[config.mk]
export PLATFORM = sky130hd
export DESIGN_NAME = bullet_controller
export DESIGN_NICKNAME = d
export VERILOG_FILES = /design/src/rtl/game_pkg.sv /design/src/rtl/bullet_step.sv /design/src/rtl/bullet_controller.sv
export SDC_FILE = /design/constraint.sdc
export NUM_CORES = 1
export LEC_CHECK = 0
export ABC_AREA = 1
export BUFFER_PORTS_ARGS = -buffer_cell sky130_fd_sc_hd__buf_4
export CAP_MARGIN = 10
export CELL_PAD_IN_SITES_DETAIL_PLACEMENT = 2
export CELL_PAD_IN_SITES_GLOBAL_PLACEMENT = 2
export CORE_AREA = 8 8 82 156
export CTS_CLUSTER_SIZE = 20
export DETAILED_ROUTE_END_ITERATION = 10
export DIE_AREA = 0 0 90 164
export GPL_TIMING_DRIVEN = 1
export MAX_ROUTING_LAYER = met4
export PLACE_DENSITY_LB_ADDON = 0.1
export SYNTH_ARGS = -nofsm -noshare
export SYNTH_HDL_FRONTEND = slang
export SYNTH_SLANG_ARGS = --single-unit
[constraint.sdc]
create_clock -name frame_clk -period 2.15 [get_ports frame_clk]
set_input_delay 0.1075 -clock frame_clk [delete_from_list [all_inputs] [get_ports frame_clk]]
set_output_delay 0.1075 -clock frame_clk [all_outputs]
set_load 0.02 [all_outputs]
[src/rtl/game_pkg.sv]
// rtl/game_pkg.sv - shared screen limits, facing and bullet FSM state types
package game_pkg;

  localparam int SCREEN_X_MAX = 639;
  localparam int SCREEN_Y_MAX = 479;

  typedef enum logic [1:0] {
    UP    = 2'b00,
    DOWN  = 2'b01,
    LEFT  = 2'b10,
    RIGHT = 2'b11
  } dir_t;

  typedef enum logic [1:0] {
    IDLE     = 2'b00,
    FLYING   = 2'b01,
    COOLDOWN = 2'b10
  } bullet_state_t;

endpackage

[src/rtl/bullet_step.sv]
// rtl/bullet_step.sv - one step of motion along a facing, with off-screen flag
// BULLET_WRAP_EN: next_x/next_y wrap modulo the screen size instead of passing through raw.
module bullet_step
  import game_pkg::*;
(
  input  logic [9:0] x,
  input  logic [9:0] y,
  input  dir_t       dir,
  input  logic [9:0] step,
  output logic [9:0] next_x,
  output logic [9:0] next_y,
  output logic       off_screen
);

  localparam logic signed [11:0] XMAX = 12'(SCREEN_X_MAX);
  localparam logic signed [11:0] YMAX = 12'(SCREEN_Y_MAX);

  logic signed [11:0] sx;
  logic signed [11:0] sy;
  logic signed [11:0] sstep;

  // Signed headroom so a step past 0 reads as negative rather than wrapping to a large value.
  always_comb begin
    sstep = $signed({2'b00, step});
    sx    = $signed({2'b00, x});
    sy    = $signed({2'b00, y});
    case (dir)
      UP:      sy = sy - sstep;
      DOWN:    sy = sy + sstep;
      LEFT:    sx = sx - sstep;
      default: sx = sx + sstep;
    endcase
  end

  assign off_screen = (sx < 12'sd0) || (sx > XMAX) || (sy < 12'sd0) || (sy > YMAX);

`ifdef BULLET_WRAP_EN
  always_comb begin
    next_x = sx[9:0];
    if (sx < 12'sd0) next_x = 10'(sx + (XMAX + 12'sd1));
    else if (sx > XMAX) next_x = 10'(sx - (XMAX + 12'sd1));
    next_y = sy[9:0];
    if (sy < 12'sd0) next_y = 10'(sy + (YMAX + 12'sd1));
    else if (sy > YMAX) next_y = 10'(sy - (YMAX + 12'sd1));
  end
`else
  assign next_x = sx[9:0];
  assign next_y = sy[9:0];
`endif

endmodule

[src/rtl/bullet_controller.sv]
// rtl/bullet_controller.sv - per-player bullet: spawn on fire edge, fly, retire, cool down
// BULLET_WRAP_EN: bullets wrap at screen edges and retire after MAX_FLIGHT moves instead.
module bullet_controller
  import game_pkg::*;
#(
  parameter int BULLET_STEP     = 4,
  parameter int SPAWN_OFFSET    = 8,
  parameter int BULLET_SIZE     = 2,
`ifdef BULLET_WRAP_EN
  parameter int MAX_FLIGHT      = 255,
`endif
  parameter int COOLDOWN_FRAMES = 15
) (
  input  logic       frame_clk,
  input  logic       Reset,
  input  logic       fire,
  input  logic [9:0] PlayerX,
  input  logic [9:0] PlayerY,
  input  logic [1:0] dir,
  input  logic       target_hit,
  output logic [9:0] BulletX,
  output logic [9:0] BulletY,
  output logic [9:0] Bullet_Size,
  output logic       bullet_on,
  output logic       ready
);

  localparam int CW = (COOLDOWN_FRAMES > 1) ? $clog2(COOLDOWN_FRAMES) : 1;

  bullet_state_t state_q, state_d;
  dir_t          dir_q, dir_d;
  logic [9:0]    bx_q, bx_d, by_q, by_d;
  logic          on_q, on_d;
  logic          ready_q, ready_d;
  logic          fire_q, fire_d;
  logic [CW-1:0] cd_q, cd_d;

`ifdef BULLET_WRAP_EN
  localparam int FW = $clog2(MAX_FLIGHT + 1);
  logic [FW-1:0] flight_q, flight_d;
`endif

  logic       launch;
  logic [9:0] spawn_x, spawn_y, move_x, move_y;
  logic       spawn_off, move_off;

  assign launch = fire & ~fire_q;

  bullet_step u_spawn (
    .x          (PlayerX),
    .y          (PlayerY),
    .dir        (dir_t'(dir)),
    .step       (10'(SPAWN_OFFSET)),
    .next_x     (spawn_x),
    .next_y     (spawn_y),
    .off_screen (spawn_off)
  );

  bullet_step u_move (
    .x          (bx_q),
    .y          (by_q),
    .dir        (dir_q),
    .step       (10'(BULLET_STEP)),
    .next_x     (move_x),
    .next_y     (move_y),
    .off_screen (move_off)
  );

  always_comb begin
    state_d = state_q;
    dir_d   = dir_q;
    bx_d    = bx_q;
    by_d    = by_q;
    on_d    = on_q;
    ready_d = ready_q;
    cd_d    = cd_q;
    fire_d  = fire;
`ifdef BULLET_WRAP_EN
    flight_d = flight_q;
`endif
    case (state_q)
      IDLE: begin
        if (launch && !spawn_off) begin
          state_d = FLYING;
          dir_d   = dir_t'(dir);
          bx_d    = spawn_x;
          by_d    = spawn_y;
          on_d    = 1'b1;
          ready_d = 1'b0;
`ifdef BULLET_WRAP_EN
          flight_d = '0;
`endif
        end
      end
      FLYING: begin
        // A hit wins over every other exit so the detector sees bullet_on drop exactly once.
`ifdef BULLET_WRAP_EN
        if (target_hit || flight_q == FW'(MAX_FLIGHT)) begin
`else
        if (target_hit || move_off) begin
`endif
          state_d = COOLDOWN;
          on_d    = 1'b0;
          cd_d    = CW'(COOLDOWN_FRAMES - 1);
        end else begin
          bx_d = move_x;
          by_d = move_y;
`ifdef BULLET_WRAP_EN
          flight_d = flight_q + 1'b1;
`endif
        end
      end
      COOLDOWN: begin
        if (cd_q == '0) begin
          state_d = IDLE;
          ready_d = 1'b1;
        end else begin
          cd_d = cd_q - 1'b1;
        end
      end
      default: begin
        state_d = IDLE;
        on_d    = 1'b0;
        ready_d = 1'b1;
      end
    endcase
  end

  always_ff @(posedge frame_clk) begin
    if (Reset) begin
      state_q <= IDLE;
      dir_q   <= UP;
      bx_q    <= '0;
      by_q    <= '0;
      on_q    <= 1'b0;
      ready_q <= 1'b1;
      fire_q  <= 1'b0;
      cd_q    <= '0;
`ifdef BULLET_WRAP_EN
      flight_q <= '0;
`endif
    end else begin
      state_q <= state_d;
      dir_q   <= dir_d;
      bx_q    <= bx_d;
      by_q    <= by_d;
      on_q    <= on_d;
      ready_q <= ready_d;
      fire_q  <= fire_d;
      cd_q    <= cd_d;
`ifdef BULLET_WRAP_EN
      flight_q <= flight_d;
`endif
    end
  end

  assign BulletX     = bx_q;
  assign BulletY     = by_q;
  assign Bullet_Size = 10'(BULLET_SIZE);
  assign bullet_on   = on_q;
  assign ready       = ready_q;

endmodule

After elaboration in Yosys (flattened, before gate mapping)
Cells that the tools add are included.
Storage, ports and cells
  flip-flop bits (word level): 31
  input bits: 26
  output and inout bits: 32
  word-level logic and storage cells: 86
Cells by class
  $add $sub $neg: 9
  $lt $le $gt $ge: 8
  eq/ne operators: 11
  multiplexer cells: 23
  bitwise logic cells: 4
  reduce and logical (&&, ||, !) cells: 23
Operators with widths (count)
  12-bit one-hot mux with 2 select lines: 4
  12-bit by 1-bit less-than comparator with 1-bit output (second input constant): 4
  10-bit two-way mux: 4
  10-bit one-hot mux with 2 select lines: 2
  12-bit by 10-bit greater-than comparator with 1-bit output (second input constant): 2
  12-bit by 11-bit greater-than comparator with 1-bit output (second input constant): 2
  10-bit by 3-bit adder with 11-bit output (second input constant): 2
  10-bit by 4-bit adder with 11-bit output (second input constant): 2
  10-bit by 3-bit subtractor with 11-bit output (second input constant): 2
  10-bit by 4-bit subtractor with 11-bit output (second input constant): 2
  3-bit AND reduction: 5
  2-bit inequality test (second input constant): 5
  4-bit two-way mux: 2
  4-bit one-hot mux with 2 select lines: 1
  1-bit logical OR: 7
  2-bit by 1-bit equality test with 1-bit output (second input constant): 3
  2-bit equality test (second input constant): 3
  2-bit zero test: 3
  2-bit two-way mux: 3
  1-bit one-hot mux with 3 select lines: 2
  2-bit one-hot mux with 3 select lines: 1
  4-bit zero test: 1
  1-bit two-way mux: 4
  2-bit nonzero test: 2
  other kinds (7): 10

Depth between registers and ports, before layout
  word-level depth: 11
  mapped depth: 17
  gate-level depth less buffers: 15

Modules after synthesis
Synthesis repeated with hierarchy kept, for this count alone.
Second synthesis, totals
  cell total of the unflattened synthesis: 1172
  area, all modules: 6658.9 um2
By module, submodules not included
  bullet_step at u_spawn: times used 1, cells an instance 468, area an instance 2547.4 um2, sequential area each 0.0 um2
  bullet_step at u_move: times used 1, cells an instance 465, area an instance 2544.9 um2, sequential area each 0.0 um2
  bullet_controller: times used 1, cells an instance 239, area an instance 1566.5 um2, sequential area each 620.6 um2

Least setup slack after synthesis
Ideal clock, no wire load.
  kind: register to register
  start point: reg by_q[2], in the netlist BulletY[2]
  end point: reg bx_q[8], in the netlist BulletX[8]
  setup time: 0.115 ns
  arrival: 1.754 ns
  data required time: 2.035 ns
  slack: 0.281 ns
  stages on the path, launching flop included: 14
  buffers on the path: 1
  period minus slack after synthesis: 1.869 ns
  cells stage by stage: dfxtp_1 -> ha_1 -> nand2_1 -> nor2_2 -> nand2_1 -> nand2_1 -> nand2_1 -> nand2_1 -> inv_1 -> nand3_1 -> nand3_4 -> buf_4 -> a21oi_1 -> nor2_1
On the way
  cells in the longest elaborated chain, start to end: 8
  elaborated cells on any way between the ends: 10
  those cells by class: 2 x add/sub; 2 x order compare; 1 x eq/ne; 1 x mux; 4 x reduce/logical
Ends and longest elaborated chain
  from (decl): RTL line bullet_controller.sv:32  | logic [9:0] bx_q, bx_d, by_q, by_d;
  from (signal assigned): RTL line bullet_controller.sv:146  | by_q <= by_d;
  10-bit by 3-bit adder with 11-bit output / 10-bit by 3-bit subtractor with 11-bit output (equally long branches): RTL line bullet_step.sv:29, bullet_step.sv:28
  12-bit one-hot mux with 2 select lines *: RTL line bullet_step.sv:27  | case (dir)
  12-bit by 1-bit less-than comparator with 1-bit output: RTL line bullet_step.sv:35  | assign off_screen = (sx < 12'sd0) || (sx > XMAX) || (sy < 12'sd0) || (sy > YMAX);
  1-bit logical OR: RTL line bullet_step.sv:35
  1-bit logical OR *: RTL line bullet_step.sv:35
  1-bit logical OR *: RTL line bullet_controller.sv:100  | if (target_hit || move_off) begin
  2-bit inequality test (no source line) *
  3-bit AND reduction (no source line) *
  to (signal assigned): RTL line bullet_controller.sv:133  | bx_q <= '0;
  to (signal assigned): RTL line bullet_controller.sv:145  | bx_q <= bx_d;
  to (decl): RTL line bullet_controller.sv:32
Every way passes the cells marked *; elsewhere a longest branch is shown, timed or not.
A chain may end at the register's enable or synchronous reset.

Worst setup path in the final report
  start point: reg bx_q[2], in the netlist BulletX[2]
  end point: reg bx_q[3], in the netlist BulletX[3]
On the way
  cells in the longest elaborated chain, start to end: 9
  elaborated cells on any way between the ends: 13
  those cells by class: 2 x add/sub; 2 x order compare; 1 x eq/ne; 3 x mux; 5 x reduce/logical
Ends and longest elaborated chain (RTL line)
  10-bit by 3-bit adder with 11-bit output / 10-bit by 3-bit subtractor with 11-bit output (equally long branches): bullet_step.sv:31, bullet_step.sv:30
  12-bit one-hot mux with 2 select lines *: bullet_step.sv:27
  12-bit by 1-bit less-than comparator with 1-bit output / 12-bit by 11-bit greater-than comparator with 1-bit output (equally long branches): bullet_step.sv:35
  1-bit logical OR (3 in series): bullet_step.sv:35
  1-bit logical OR: bullet_controller.sv:100
  2-bit inequality test (no source line)
  3-bit AND reduction (no source line)
Every way passes the cells marked *; elsewhere a longest branch is shown, timed or not. The select of a mux whose other input is x is not followed.

==> results.toml <==
[global_routing]
grt_pass1_vias = 3989
use_met3 = 0.0188
grt_start_max_net_pins = 21
antenna_found_initial = 0
top_usage_layer = "met2"
gr-total-overflow = 0
grt_use_total = 0.174
met2_usage = 0.369
grt_pass1_wl_um = 20000
met1_usage = 0.154

[yosys]
syn_area_um2 = 2930
netlist_instances = 517
synth_cell_types = 31
postSynthAreaPerCell_um2 = 5.67
ys_ff_latch = 31
yosysWarnings = 0
seq_area_frac_synth = 0.212

[clock_network]
worstSkewPairLatency_ns = 0.29
cts_max_path_buffers = 2
cts_max_level = 2
cts_sinks = 31
cts-hold-fix-buffers = 0
clock-root-buffer = "clkbuf_16"
cts_tree = "yes"
cts_buffers = 5
clk_pin_slew_ns = 0.06

[sta]
report.final.slew_viol_count = 0
hold_viol = 0
slew-limit-headroom = 0.564
worstMarginPinSlew_ns = 0.653
period_needed_ns = 2.02
skew_ns = 0.00505
max_freq_mhz = 494
tns_ns = 0
fin_ws_ns = 0.125
period_share = 0.942
setup_violations = 0

[critical_path]
worst-endpoint-arrival_ns = 2.20
crit_fanout = 9
start_kind = "register"
crit_buf_inv = 1
worst-endpoint-required_ns = 2.33
criticalPathCategory = "register to register"
crit_chain = "ha_1 > nand3_1 > nor2_2 > nand3_1 > o21ai_0 > nor2_1 > nand2_1 > nor2_2 > nand3_4 > clkbuf_16 > a21oi_1 > nor2_1"
slowest_delay_ns = 0.34
reg2reg_from = "BulletX[2]"
cp.depth = 12
critical_path.slowest_cell = "dfxtp_2"
reg2reg_depth = 12
worst_setup_path_end_kind = "register"
crit_family = "simple AND/OR/NAND/NOR gates"
startpoint = "BulletX[2]"

[final_layout]
drive_above_1_share = 0.205
diodes = 0
nets = 611
synthToLayoutAreaGrowth_pct = 25.6
fin_cells = 717

[pwr]
p_leak_nw = 1.89
p_seq_frac = 0.217
p_comb_frac = 0.638
p_int_w = 0.00239
swShare = 0.509
vdd_ir_drop_max_mv = 0.672
power.density_nw_per_um2 = 1320
pwr-share-clk = 0.145
switchingPower_w = 0.00248

[worst_hold_path]
hold_class = "primary input to register"
hold_start = "fire"
whs_path_depth = 3

[run]
cap_violations = 0

[floorplanning]
pin_count = 58
dieArea_um2 = 14800
die_h_um = 164
core_um2 = 10800
num_rows = 54
die_x_um = 90
start_util = 0.271

[routing]
drc = 0
drt_first_pass_iters = 4
vias = 3558
wire_per_inst_um = 17.5
vias_per_cell = 4.96
drtAntennaViolNets = 0
wl_um = 12600
drt-initial-drc-count = 70

[place]
gp_congestion = 0.825
portBuffers = 47
place_inst = 708
pre_cts_slack_ns = -0.149
hpwl_um = 10100

[status]
status = "finished clean"
[worst paths after layout]
kind / end / slack [ns]
min: fire_q / 0.05
max reg2reg: BulletX[3] / 0.13
max: BulletX[3] / 0.13
min reg2reg: ready / 0.46
[repair_timing]
item,in CTS,in global routing
gates resized for setup,0,21
setup buffers,0,0
setup endpoints to repair,0,22
[power groups by stage]
| stage | Sequential, W | Clock, W | Combinational [W] |
|---|---|---|---|
| after global placement | 0.00104 | 0 | 0.00293 |
| after detailed placement | 0.00105 | 0 | 0.00304 |
| after floorplan | 0.00114 | 0 | 0.00186 |
| after CTS | 0.00104 | 0.000729 | 0.00307 |
| final | 0.00106 | 0.000705 | 0.00310 |
| after global routing | 0.00109 | 0.000744 | 0.00347 |
[cell type report]
class	count	area, um^2
Sequential cell	31	631
Timing Repair Buffer	71	563
Fill cell	1400	7130
Multi-Input combinational cell	408	1950
Clock buffer	7	133
Clock inverter	1	5.00
Tap cell	140	175
Inverter	59	225
[state kept, by name, summed over array words and instances, names as in the netlist]
signal     count
state_q        2
dir_q          2
BulletX       10
BulletY       10
bullet_on      1
cd_q           4
ready          1
fire_q         1
[metrics by stage]
step | area, um^2 | hold WS [ns] | util | total power, W
floorplan | 2960 | 0.232 | - | 0.00300
global placement | 3470 | 0.338 | 0.321 | 0.00397
detailed placement | 3470 | 0.347 | 0.321 | 0.00409
CTS | 3610 | 0.0464 | 0.334 | 0.00484
global route | 3680 | 0.0871 | 0.341 | 0.00530
finish | 3680 | 0.0511 | 0.341 | 0.00486
[layer usage]
layer  wire (um)  part of all wire
met2        7640              0.61
met1        4500              0.36
met3         225             0.018
met4         186             0.015
met5           0                 0
[synthesized netlist by cell type]
| master | number | area [um^2] |
|---|---|---|
| nand4_1 | 8 | 50.1 |
| nor2_4 | 4 | 45.0 |
| or2_2 | 3 | 18.8 |
| o32ai_1 | 1 | 8.76 |
| nand3_1 | 65 | 325 |
| o21ai_0 | 37 | 185 |
| a211oi_1 | 2 | 15.0 |
| nor2_1 | 77 | 289 |
| o21ai_1 | 1 | 5.00 |
| nor3_1 | 4 | 20.0 |
| conb_1 | 2 | 7.51 |
| nand3_2 | 1 | 10.0 |
| nand3b_1 | 3 | 22.5 |
| ha_1 | 9 | 113 |
| a21oi_1 | 29 | 145 |
| buf_6 | 6 | 67.6 |
| o21a_1 | 1 | 7.51 |
| clkbuf_1 | 6 | 22.5 |
| nand3_4 | 1 | 17.5 |
| inv_1 | 53 | 199 |
| inv_2 | 4 | 15.0 |
| buf_4 | 14 | 105 |
| clkinv_2 | 1 | 5.00 |
| buf_2 | 1 | 5.00 |
| inv_4 | 1 | 6.26 |
| nand2_2 | 3 | 18.8 |
| nor2_2 | 4 | 25.0 |
| nand2_4 | 1 | 11.3 |
| dfxtp_1 | 31 | 621 |
| xnor2_1 | 1 | 8.76 |
| nand2_1 | 143 | 537 |
[worst min-delay path, stage by stage]
cell,delay (ns)
buf_4,0.07
inv_1,0.05
nor2_1,0.07
[kinds of logic (layout without fill, tap and decap cells)]
kind of cell    Yosys count  in the layout  share of synthesized area
buf+inv                  86            138                      0.145
compound gates           71             71                      0.125
fa+ha+maj                 9              9                     0.0384
other cells               2             10                    0.00256
simple gates            317            317                      0.474
flops                    31             31                      0.212
xor+xnor                  1              1                    0.00299
[placed cells by master, fill, tap and decap left out, types with 4 or more instances in the layout]
cell,count
nand2_1,141
nor2_1,74
buf_4,69
nand3_1,64
inv_1,50
o21ai_0,37
a21oi_1,29
dfxtp_1,23
conb_1,10
dfxtp_2,8
nand4_1,8
ha_1,8
inv_2,7
nor2_2,6
clkbuf_16,6
nor2_4,5
nor3_1,4
(Power assumes the default switching activity.)
